## src/rtl/fft_stage_sequencer_if.sv

```systemverilog
// Control bus between the FFT stage sequencer and its neighbours:
// sample source / top-level control on one side, mux-select decoder on the other.
//
// Handshake: a sample is transferred on a rising clk edge where in_valid=1
// and in_ready=1; in_valid may be dropped at any time (no hold requirement)
// and in_ready is high for the whole LOAD phase.
interface fft_stage_sequencer_if #(
  parameter int NUMSTAGES = 5
);
  logic                 start;
  logic                 in_valid;
  logic                 in_ready;
  logic                 stall;
  logic                 ld_data;
  logic [NUMSTAGES-3:0] counter;
  logic [2:0]           stage_num;
  logic [NUMSTAGES-1:0] ld_addr;
  logic                 busy;
  logic                 done;

  // Sequencer side: drives the strobes, counters and status.
  modport master (
    input  start,
    input  in_valid,
    input  stall,
    output in_ready,
    output ld_data,
    output counter,
    output stage_num,
    output ld_addr,
    output busy,
    output done
  );

  // Source / decoder side.
  modport slave (
    output start,
    output in_valid,
    output stall,
    input  in_ready,
    input  ld_data,
    input  counter,
    input  stage_num,
    input  ld_addr,
    input  busy,
    input  done
  );
endinterface

```

## src/rtl/fft_stage_sequencer.sv

```systemverilog
// Sequencing FSM for the pipelined FFT datapath (N = 2^NUMSTAGES points).
// LOAD accepts N samples, RUN walks every butterfly stage with a per-stage
// iteration counter (BFLY_CYCLES clocks per step), DONE pulses once.
// Optional macro FFT_SEQ_BITREV_EN: ld_addr presents the bit-reversed load
// index so natural-order input lands in bit-reversed buffer order.
module fft_stage_sequencer #(
  parameter int NUMSTAGES   = 5,
  parameter int BFLY_CYCLES = 2
) (
  input  logic                      clk,
  input  logic                      reset,
  fft_stage_sequencer_if.master     bus,
  output logic [1:0]                dbg_state_o
);

  localparam int CNT_W = NUMSTAGES - 2;
  localparam int SUB_W = (BFLY_CYCLES > 1) ? $clog2(BFLY_CYCLES) : 1;

  localparam logic [NUMSTAGES-1:0] IDX_LAST   = '1;
  localparam logic [2:0]           STAGE_LAST = 3'(NUMSTAGES - 1);
  localparam logic [SUB_W-1:0]     SUB_LAST   = SUB_W'(BFLY_CYCLES - 1);

  typedef enum logic [1:0] {
    S_IDLE = 2'd0,
    S_LOAD = 2'd1,
    S_RUN  = 2'd2,
    S_DONE = 2'd3
  } state_t;

  state_t               state_q;
  logic                 in_ready_q;
  logic                 ld_data_q;
  logic [CNT_W-1:0]     counter_q;
  logic [2:0]           stage_q;
  logic [NUMSTAGES-1:0] ld_idx_q;
  logic [SUB_W-1:0]     sub_q;
  logic                 busy_q;
  logic                 done_q;
  logic [NUMSTAGES-1:0] ld_addr_d;

  // Main FSM: state and every output are registered here so the decoder
  // downstream only ever sees clean, edge-aligned selects.
  always_ff @(posedge clk) begin
    if (reset) begin
      state_q    <= S_IDLE;
      in_ready_q <= 1'b0;
      ld_data_q  <= 1'b0;
      counter_q  <= '0;
      stage_q    <= '0;
      ld_idx_q   <= '0;
      sub_q      <= '0;
      busy_q     <= 1'b0;
      done_q     <= 1'b0;
    end else begin
      case (state_q)
        S_IDLE: begin
          done_q <= 1'b0;
          busy_q <= 1'b0;
          if (bus.start) begin
            state_q    <= S_LOAD;
            ld_data_q  <= 1'b1;
            in_ready_q <= 1'b1;
            busy_q     <= 1'b1;
            ld_idx_q   <= '0;
          end
        end

        S_LOAD: begin
          // No timeout: the source may pause indefinitely between samples.
          if (bus.in_valid) begin
            if (ld_idx_q == IDX_LAST) begin
              state_q    <= S_RUN;
              ld_idx_q   <= '0;
              ld_data_q  <= 1'b0;
              in_ready_q <= 1'b0;
              counter_q  <= '0;
              stage_q    <= '0;
              sub_q      <= '0;
            end else begin
              ld_idx_q <= ld_idx_q + 1'b1;
            end
          end
        end

        S_RUN: begin
          // Stall freezes sub, counter and stage together, so a stalled
          // step resumes exactly where it stopped.
          if (!bus.stall) begin
            if (sub_q == SUB_LAST) begin
              sub_q     <= '0;
              counter_q <= counter_q + 1'b1;
              if (&counter_q) begin
                if (stage_q == STAGE_LAST) begin
                  stage_q <= '0;
                  state_q <= S_DONE;
                  done_q  <= 1'b1;
                end else begin
                  stage_q <= stage_q + 1'b1;
                end
              end
            end else begin
              sub_q <= sub_q + 1'b1;
            end
          end
        end

        S_DONE: begin
          // Start is deliberately not sampled here; a new transform needs
          // start asserted again once back in IDLE.
          state_q <= S_IDLE;
          done_q  <= 1'b0;
          busy_q  <= 1'b0;
        end

        default: begin
          state_q <= S_IDLE;
        end
      endcase
    end
  end

  // Load address: pure rewiring of the registered index, so still glitch-free.
  always_comb begin
    ld_addr_d = '0;
`ifdef FFT_SEQ_BITREV_EN
    for (int i = 0; i < NUMSTAGES; i++) begin
      ld_addr_d[i] = ld_idx_q[NUMSTAGES-1-i];
    end
`else
    ld_addr_d = ld_idx_q;
`endif
  end

  assign bus.in_ready  = in_ready_q;
  assign bus.ld_data   = ld_data_q;
  assign bus.counter   = counter_q;
  assign bus.stage_num = stage_q;
  assign bus.ld_addr   = ld_addr_d;
  assign bus.busy      = busy_q;
  assign bus.done      = done_q;
  assign dbg_state_o   = state_q;

endmodule

```

## src/flat_wrapper.sv

```systemverilog
// flat-port wrapper written by rule: the top's interface ports become plain ports
module fft_stage_sequencer_flat 
#(
  parameter int NUMSTAGES   = 5,
  parameter int BFLY_CYCLES = 2
)
  (clk, reset, dbg_state_o, bus_start, bus_in_valid, bus_stall, bus_in_ready, bus_ld_data, bus_counter, bus_stage_num, bus_ld_addr, bus_busy, bus_done);
  fft_stage_sequencer_if #(.NUMSTAGES(NUMSTAGES)) bus_i ();
  input  logic clk;
  input  logic reset;
  output logic [1:0] dbg_state_o;
  input wire logic [$bits(bus_i.start)-1:0] bus_start;
  input wire logic [$bits(bus_i.in_valid)-1:0] bus_in_valid;
  input wire logic [$bits(bus_i.stall)-1:0] bus_stall;
  output wire logic [$bits(bus_i.in_ready)-1:0] bus_in_ready;
  output wire logic [$bits(bus_i.ld_data)-1:0] bus_ld_data;
  output wire logic [$bits(bus_i.counter)-1:0] bus_counter;
  output wire logic [$bits(bus_i.stage_num)-1:0] bus_stage_num;
  output wire logic [$bits(bus_i.ld_addr)-1:0] bus_ld_addr;
  output wire logic [$bits(bus_i.busy)-1:0] bus_busy;
  output wire logic [$bits(bus_i.done)-1:0] bus_done;
  assign bus_i.start = bus_start;
  assign bus_i.in_valid = bus_in_valid;
  assign bus_i.stall = bus_stall;
  assign bus_in_ready = bus_i.in_ready;
  assign bus_ld_data = bus_i.ld_data;
  assign bus_counter = bus_i.counter;
  assign bus_stage_num = bus_i.stage_num;
  assign bus_ld_addr = bus_i.ld_addr;
  assign bus_busy = bus_i.busy;
  assign bus_done = bus_i.done;
  fft_stage_sequencer #(.NUMSTAGES(NUMSTAGES), .BFLY_CYCLES(BFLY_CYCLES)) u_core (.clk(clk), .reset(reset), .bus(bus_i), .dbg_state_o(dbg_state_o));
endmodule
```

## config.mk

```make
export PLATFORM = sky130hd
export DESIGN_NAME = fft_stage_sequencer_flat
export DESIGN_NICKNAME = d
export VERILOG_FILES = /design/src/rtl/fft_stage_sequencer_if.sv /design/src/rtl/fft_stage_sequencer.sv /design/src/flat_wrapper.sv
export SDC_FILE = /design/constraint.sdc
export NUM_CORES = 1
export LEC_CHECK = 0
export BUFFER_PORTS_ARGS = -buffer_cell sky130_fd_sc_hd__buf_2
export CORE_MARGIN = 2
export CORE_UTILIZATION = 56
export DETAILED_ROUTE_END_ITERATION = 8
export PLACE_DENSITY_LB_ADDON = 0.1
export SETUP_SLACK_MARGIN = 0.4
export SYNTH_ARGS = -nofsm -noshare
export SYNTH_HDL_FRONTEND = slang
export SYNTH_SLANG_ARGS = --single-unit
```

## constraint.sdc

```tcl
create_clock -name clk -period 5.2 [get_ports clk]
set_input_delay 0.26 -clock clk [delete_from_list [all_inputs] [get_ports clk]]
set_output_delay 0.26 -clock clk [all_outputs]
set_load 0.02 [all_outputs]
```

==> reports/results.tsv, run 1 <==
metric	value	unit
nets@finish	148	
critical path cell sequence	ha_1 > and3_1 > ha_1 > a21boi_0 > a2111oi_2 > nand3_1 > o31ai_1	
antenna cells	0	
combinational family with the most area after synthesis	simple AND/OR/NAND/NOR gates	
Util after Layout	65.7	%
vias in the first global route	669	
Peak VDD IR	0.000366	V
most common cell after layout, fill and taps aside	buf_2	
Reg clk slew, reported paths	0.10	ns
Switching Share	42.3	%
crit path DAT	2.32	ns
clock share of power	14.5	%
die height	45.8	um
Synth Area in Compound Gates	16.9	%
Post-Syn Area	977	um^2
Max Cap Viol	0	
vias after detailed routing	836	
Internal	0.280	mW
Std-Cell Rows	15	
DP Worst Slack	3.10	ns
Synth top area share	34.8	%
Sequential Power Share	33.8	%
final hold viol count	0	
Inst Count DP	145	
Avg Inst Size Synth	8.80	um^2
Setup CP Type	flip-flop to flip-flop	
drt drc	0	
sw power	0.205	mW
post-CTS sizing	0	
Iter 0 DRT Violations	21	
drt total wl	1.75	mm
H-Tree Level Count	1	
CP max FO	5	
Bufs on Longest Clock Path	2	
Initial Util	57.9	%
Worst Tran Pin Value	0.609	ns
PnR worst setup slack	3.09	ns
Synth area leader	dfxtp_1	
critical path's slowest cell	a2111oi_2	
reg2reg setup slack	3.09	ns
yosys warns	0	
XOR/XNOR Fraction of Synth Area	0	%
largest net degree at the start of global routing	19	
Tcrit/Tclk final	40.5	%
layout cell share with drive strength beyond 1	22.7	%
wire per inst	11.7	um
iteration count of the initial detailed-routing pass	4	
GRT Util Overall	17.7	%
final non-filler cell area	1110	um^2
asr flop ratio synth	0	%
outcome	finished clean	
CTS root buf	clkbuf_4	
DP Wirelength	1.33	mm
Hold Crit Class	input port to flip-flop	
Crit path largest cell delay	0.60	ns
final antenna-violating net count	0	
Logic pwr share	51.7	%
Pleak	0.511	nW
FF+latch count, synth	17	
Yosys cell types	34	
final clock skew	0.00541	ns
Post-synth EDFFs	0	
main flop type after synthesis	dfxtp_1	
Core Region	1690	um^2
Setup TNS Final	0	ns
Placed Area	1080	um^2
Tot Pwr	0.485	mW
crit-path most repeated cell	ha_1	
post-CTS setup buffers	0	
final slew viol count	0	
f_max	474	MHz
R2R cell count	7	
mux share of post-synthesis cell area	5.12	%
initial antenna violation count	0	
ranking of synthesized cells by area	dfxtp_1, ha_1, mux2i_1, nor2_1, a21oi_1	
I/O pin count	22	
WHS	0.332	ns
crit end category	flip-flop	
Chip Width	45.8	um
CTS tree	built	
final worst path period need	2.11	ns
# hold bufs at CTS	0	
Pwr Density	437	nW/um^2
FF-to-FF Start	u_core.bus.ld_addr[0]	
Cells after Synth	111	
Setup crit start kind	flip-flop	
grt total ovfl	0	
CTS Buf Count	3	
IO buf count	21	
most frequent cells in the layout	buf_2, dfxtp_1, nor2_1, ha_1, a21oi_1	
Area growth, synth to finish	13.6	%
Final Setup Violations	0	
first-pass GRT wire length	2.77	mm
Vias per Instance	5.61	
clk_lat worst skew	0.29	ns
syn nets	126	
Post-Synth Adder-Cell Area	12.8	%
Synth Area in Simple Gates	25.6	%
GPL Wtd Cong	0.820	
Num Clock Sinks	17	
post-synthesis sequential area ratio	34.8	%
Slew HR	59.0	%
CP Data Required Time	5.41	ns
RSZ-0062 raised after global routing	no	
Non-Filler Instances	149	
hold path cells	2	
HP Start	reset	
die area	2090	um^2
hold endpoint	u_core.bus.ld_addr[0]	
reg-to-reg endpoint	u_core.bus.stage_num[1]	
==> metal layers <==
metal / GRT usage, % / wire, um / vias up
li1: - / - / 435
met1: 24.6 / 877 / 382
met2: 27.6 / 794 / 19
met3: 5.95 / 76 / 0
met4: 1.71 / 0 / 0
met5: 0 / 0 / -
==> cell usage after synthesis (3+ instances only) <==
cell,count
nor2_1,11
and2_1,3
nor3_1,3
inv_1,7
nand2_1,4
mux2i_1,5
nor2b_1,4
ha_1,10
o21ai_0,5
a21oi_1,8
nand3_1,3
or2b_1,3
dfxtp_1,17
==> state kept, by name, summed over array words and instances, names as in the netlist <==
name / count
u_core.bus.busy: 1
u_core.bus.counter: 3
u_core.bus.done: 1
u_core.bus.in_ready: 1
u_core.bus.ld_addr: 5
u_core.bus.stage_num: 3
u_core.dbg_state_o: 2
u_core.sub_q: 1
==> power groups by stage <==
| stage | Clock, mW | Sequential (mW) | Combinational, mW |
|---|---|---|---|
| 6_report | 0.0704 | 0.164 | 0.251 |
| 5_1_grt | 0.0786 | 0.166 | 0.277 |
| 4_1_cts | 0.0730 | 0.164 | 0.250 |
| 3_5_place_dp | 0 | 0.167 | 0.249 |
| 3_3_place_gp | 0 | 0.165 | 0.247 |
| 2_1_floorplan | 0 | 0.187 | 0.183 |
==> final cells by class <==
| type | instances | area [um^2] |
|---|---|---|
| clock buffers | 4 | 26.3 |
| fillers | 154 | 579 |
| inverters | 7 | 26.3 |
| multi-input cells | 83 | 591 |
| flip-flops and latches | 17 | 340 |
| well taps | 17 | 21.3 |
| repair buffers | 21 | 105 |
==> worst max-delay path by stage <==
stage	cells after the start	slack, ns	end	startpoint
2_1_floorplan	7	3.19	u_core.bus.stage_num[0]	u_core.bus.ld_addr[0]
3_3_place_gp	7	3.24	u_core.bus.stage_num[1]	u_core.bus.ld_addr[0]
3_5_place_dp	7	3.10	u_core.bus.stage_num[1]	u_core.bus.ld_addr[0]
4_1_cts	7	3.08	u_core.bus.stage_num[1]	u_core.bus.ld_addr[0]
5_1_grt	7	2.89	u_core.bus.stage_num[1]	u_core.bus.ld_addr[0]
6_report	7	3.09	u_core.bus.stage_num[1]	u_core.bus.ld_addr[0]
==> logic make-up (layout without fill, tap and decap cells) <==
group           Yosys count  after routing
simple gates             44             44
compound gates           24             24
flops                    17             17
buf+inv                  11             32
fa+ha+maj                10             10
mux                       5              5
==> critical path, delay by kind of cell (launching register included) <==
| family | cells | cell delay [ns] |
|---|---|---|
| and+or+nand+nor | 2 | 0.31 |
| AOI/OAI and AO/OA | 3 | 0.91 |
| adders and majority gates | 2 | 0.41 |
| DFF | 1 | 0.40 |
(Power assumes the default switching activity.)
==> run 2, diff against run 1 <==
--- a/config.mk
+++ b/config.mk
@@ -7,7 +7,7 @@
 export LEC_CHECK = 0
 export BUFFER_PORTS_ARGS = -buffer_cell sky130_fd_sc_hd__buf_2
 export CORE_MARGIN = 2
-export CORE_UTILIZATION = 56
+export CORE_UTILIZATION = 52
 export DETAILED_ROUTE_END_ITERATION = 8
 export PLACE_DENSITY_LB_ADDON = 0.1
 export SETUP_SLACK_MARGIN = 0.4
==> constraint.sdc (replaced) <==
create_clock -name clk -period 2.1 [get_ports clk]
set_input_delay 0.105 -clock clk [delete_from_list [all_inputs] [get_ports clk]]
set_output_delay 0.105 -clock clk [all_outputs]
set_load 0.02 [all_outputs]
==> reports/results.tsv, run 2 (same netlist as run 1, synthesis figures left out) <==
metric	value	unit
crit path DAT	1.96	ns
first-pass GRT wire length	3.45	mm
Area growth, synth to finish	33.2	%
Num Clock Sinks	17	
final hold viol count	0	
vias in the first global route	833	
crit end category	flip-flop	
final clock skew	0.00306	ns
GPL Wtd Cong	0.736	
clk_lat worst skew	0.30	ns
largest net degree at the start of global routing	19	
die area	2240	um^2
Worst Tran Pin Value	0.464	ns
Max Cap Viol	0	
Reg clk slew, reported paths	0.10	ns
drt total wl	2.21	mm
nets@finish	157	
CTS root buf	clkbuf_4	
antenna cells	0	
Vias per Instance	5.31	
max FFs per register	5	
Chip Width	47.4	um
CP Data Required Time	2.33	ns
drt drc	0	
Slew HR	69.0	%
iteration count of the initial detailed-routing pass	4	
Pleak	0.563	nW
reg2reg setup slack	0.37	ns
wire per inst	13.3	um
final worst path period need	1.73	ns
CTS Buf Count	3	
most frequent cells in the layout	buf_2, dfxtp_1, nor2_1, buf_4, a21oi_1	
die height	47.4	um
outcome	finished clean	
CP max FO	5	
initial antenna violation count	0	
layout cell share with drive strength beyond 1	40.4	%
GRT Util Overall	21.7	%
Final Setup Violations	0	
most common cell after layout, fill and taps aside	buf_2	
Pwr Density	1090	nW/um^2
Setup crit start kind	flip-flop	
CTS tree	built	
Hold Crit Class	input port to flip-flop	
final antenna-violating net count	0	
Std-Cell Rows	15	
DP Wirelength	1.40	mm
Bufs on Longest Clock Path	2	
Tcrit/Tclk final	82.2	%
I/O pin count	22	
Setup TNS Final	0	ns
RSZ-0062 raised after global routing	yes	
Setup CP Type	flip-flop to flip-flop	
Util after Layout	74.6	%
Iter 0 DRT Violations	14	
IO buf count	21	
vias after detailed routing	882	
Initial Util	56.0	%
f_max	579	MHz
H-Tree Level Count	1	
Peak VDD IR	0.000678	V
Tot Pwr	1.42	mW
Core Region	1750	um^2
grt total ovfl	0	
final slew viol count	0	
[run 2: cell count changes in the layout (fill, tap and decap cells not counted), moves of 2 or more]
cell	delta
and3_1	-2
and3_4	+2
buf_4	+9
dfxtp_1	-4
dfxtp_4	+4
ha_1	-5
ha_4	+4
inv_1	-2
inv_2	+2
[run 2: final timing paths]
kind,startpoint,endpoint,depth (start not counted)
worst max-delay path,u_core.bus.ld_addr[0],u_core.bus.ld_addr[2],6
worst min-delay path,reset,u_core.bus.ld_addr[0],2
worst max register to register,u_core.bus.ld_addr[0],u_core.bus.ld_addr[2],6
worst min register to register,u_core.bus.in_ready,u_core.bus.in_ready,2
[run 2: layout make-up]
type                    instances  area [um^2]
clock buffers                   4         26.3
fillers                       135          444
inverters                       7         26.3
multi-input cells              83          689
flip-flops and latches         17          355
well taps                      25         31.3
repair buffers                 30          173
[run 2: metrics by stage]
step | area [um^2] | worst slack [ns] | hold slack, ns | cells
after floorplan | 1010 | 0.389 | 0.408 | 111
after global placement | 1120 | 0.331 | 0.468 | 153
after detailed placement | 1120 | 0.253 | 0.478 | 153
after CTS | 1220 | 0.380 | 0.170 | 161
after global routing | 1300 | 0.325 | 0.195 | 166
final | 1300 | 0.374 | 0.180 | 166
[run 2: repair_timing]
item,4_1_cts,5_1_grt
pin swaps,0,4
resized for setup,7,12
buffers inserted,4,5
hold buffers,0,0
endpoints found under the setup margin,10,11
[run 2: critical path, stage by stage (launching register included)]
cell	delay (ns)
dfxtp_4	0.37
ha_4	0.16
and3_4	0.18
ha_4	0.16
or2b_4	0.27
or4_1	0.40
a21oi_1	0.12
[run 2: routing by layer]
layer / wire length (um) / up-vias / GRT usage, % / share of wire (%)
li1: - / 449 / - / -
met1: 1010 / 408 / 26.5 / 46
met2: 1080 / 20 / 38.4 / 49
met3: 85 / 5 / 2.31 / 3.9
met4: 36 / 0 / 8.89 / 1.6
met5: 0 / - / 0 / 0
[run 2: power by group]
group / internal, mW / switching [mW] / total [mW]
clock: 0.0741 / 0.108 / 0.182
sequential: 0.378 / 0.0423 / 0.420
combinational: 0.374 / 0.446 / 0.820
total: 0.826 / 0.596 / 1.42
==> run 3, diff against run 2 <==
==> constraint.sdc (replaced) <==
create_clock -name clk -period 1.7 [get_ports clk]
set_input_delay 0.085 -clock clk [delete_from_list [all_inputs] [get_ports clk]]
set_output_delay 0.085 -clock clk [all_outputs]
set_load 0.02 [all_outputs]
==> reports/results.tsv, run 3 (same netlist as run 1, synthesis figures left out) <==
metric	value	unit
final worst path period need	1.74	ns
grt total ovfl	0	
Iter 0 DRT Violations	10	
Tot Pwr	2.01	mW
Tcrit/Tclk final	102	%
Bufs on Longest Clock Path	2	
Worst setup startpoint	u_core.bus.ld_addr[0]	
GRT Util Overall	23.4	%
CP Data Required Time	1.93	ns
iteration count of the initial detailed-routing pass	3	
outcome	finished with violations	
largest net degree at the start of global routing	19	
CTS Buf Count	3	
Non-Filler Instances	170	
failing checks	setup timing	
vias after detailed routing	943	
DP Wirelength	1.58	mm
Max Cap Viol	0	
Peak VDD IR	0.00120	V
most common cell after layout, fill and taps aside	buf_2	
final non-filler cell area	1450	um^2
wire per inst	14.9	um
clk_lat worst skew	0.29	ns
drt total wl	2.53	mm
crit path DAT	1.96	ns
Setup crit start kind	flip-flop	
final antenna-violating net count	0	
antenna cells	0	
nets@finish	161	
reg2reg setup slack	-0.04	ns
FF-to-FF Start	u_core.bus.ld_addr[0]	
CTS tree	built	
Pwr Density	1390	nW/um^2
most frequent cells in the layout	buf_2, buf_4, nor2_1, dfxtp_1	
met1 GRT Util	24.9	%
final slew viol count	0	
Reg clk slew, reported paths	0.10	ns
die height	47.4	um
CTS root buf	clkbuf_4	
final clock skew	0.0101	ns
gr busiest metal	met2	
Core Region	1750	um^2
crit end category	flip-flop	
drt drc	0	
Hold Crit Class	input port to flip-flop	
layout cell share with drive strength beyond 1	53.8	%
final hold viol count	0	
Num Clock Sinks	17	
I/O pin count	22	
Setup CP Type	flip-flop to flip-flop	
Inst Count DP	158	
initial antenna violation count	0	
Area growth, synth to finish	48.0	%
Final Setup Violations	2	
f_max	576	MHz
die area	2240	um^2
Worst Tran Pin Value	0.417	ns
IO buf count	21	
H-Tree Level Count	1	
GPL Wtd Cong	0.825	
vias in the first global route	889	
Util after Layout	82.9	%
Std-Cell Rows	15	
GR Util met2	43.8	%
Slew HR	72.2	%
RSZ-0062 raised after global routing	yes	
Chip Width	47.4	um
CP max FO	4	
HP Start	reset	
Pleak	0.590	nW
PnR worst setup slack	-0.0357	ns
max FFs per register	5	
Placed Area	1240	um^2
Vias per Instance	5.55	
first-pass GRT wire length	3.64	mm
Initial Util	56.0	%
GRT met3 Usage	6.54	%
## run 3: cell type report
type                    count  area, um^2
clock buffers               3        22.5
clock inverters             1        5.00
fillers                   111         299
inverters                   7        31.3
multi-input cells          83         786
flip-flops and latches     17         364
well taps                  25        31.3
repair buffers             34         206
## run 3: worst paths after layout
check                          endpoint  cells after the start
setup / recovery  u_core.bus.ld_addr[3]                      6
hold / removal    u_core.bus.counter[1]                      2
setup reg to reg  u_core.bus.ld_addr[3]                      6
hold reg to reg     u_core.bus.in_ready                      2
## run 3: critical path, stage by stage (launching register included)
cell	delay [ns]
dfxtp_4	0.37
ha_4	0.15
and3_4	0.18
ha_4	0.15
or2b_1	0.26
or4_4	0.43
a21oi_2	0.14
## run 3: through the flow
stage               hold WS, ns  setup slack, ns  TNS [ns]
floorplan                 0.388          0.00546         0
global placement          0.448           0.0259         0
detailed placement        0.462          -0.0601   -0.0691
CTS                       0.160          -0.0514   -0.0613
global route              0.190          -0.0694    -0.399
finish                    0.166          -0.0357   -0.0421
## run 3: timing repair
item,4_1_cts,5_1_grt
buffers inserted,5,3
hold buffers,0,0
pin swaps,7,13
gates resized for setup,13,13
setup endpoints to repair,16,16
endpoints found under the hold margin,0,0
## run 3: metal layers
layer	vias up	wire length [um]
li1	458	-
met1	451	1010
met2	26	1380
met3	8	84
met4	0	60
met5	-	0
## run 3: where the power goes
group / switching [mW] / total [mW] / internal [mW]
combinational: 0.639 / 1.26 / 0.620
sequential: 0.0691 / 0.536 / 0.467
clock: 0.125 / 0.212 / 0.0874
total: 0.833 / 2.01 / 1.17
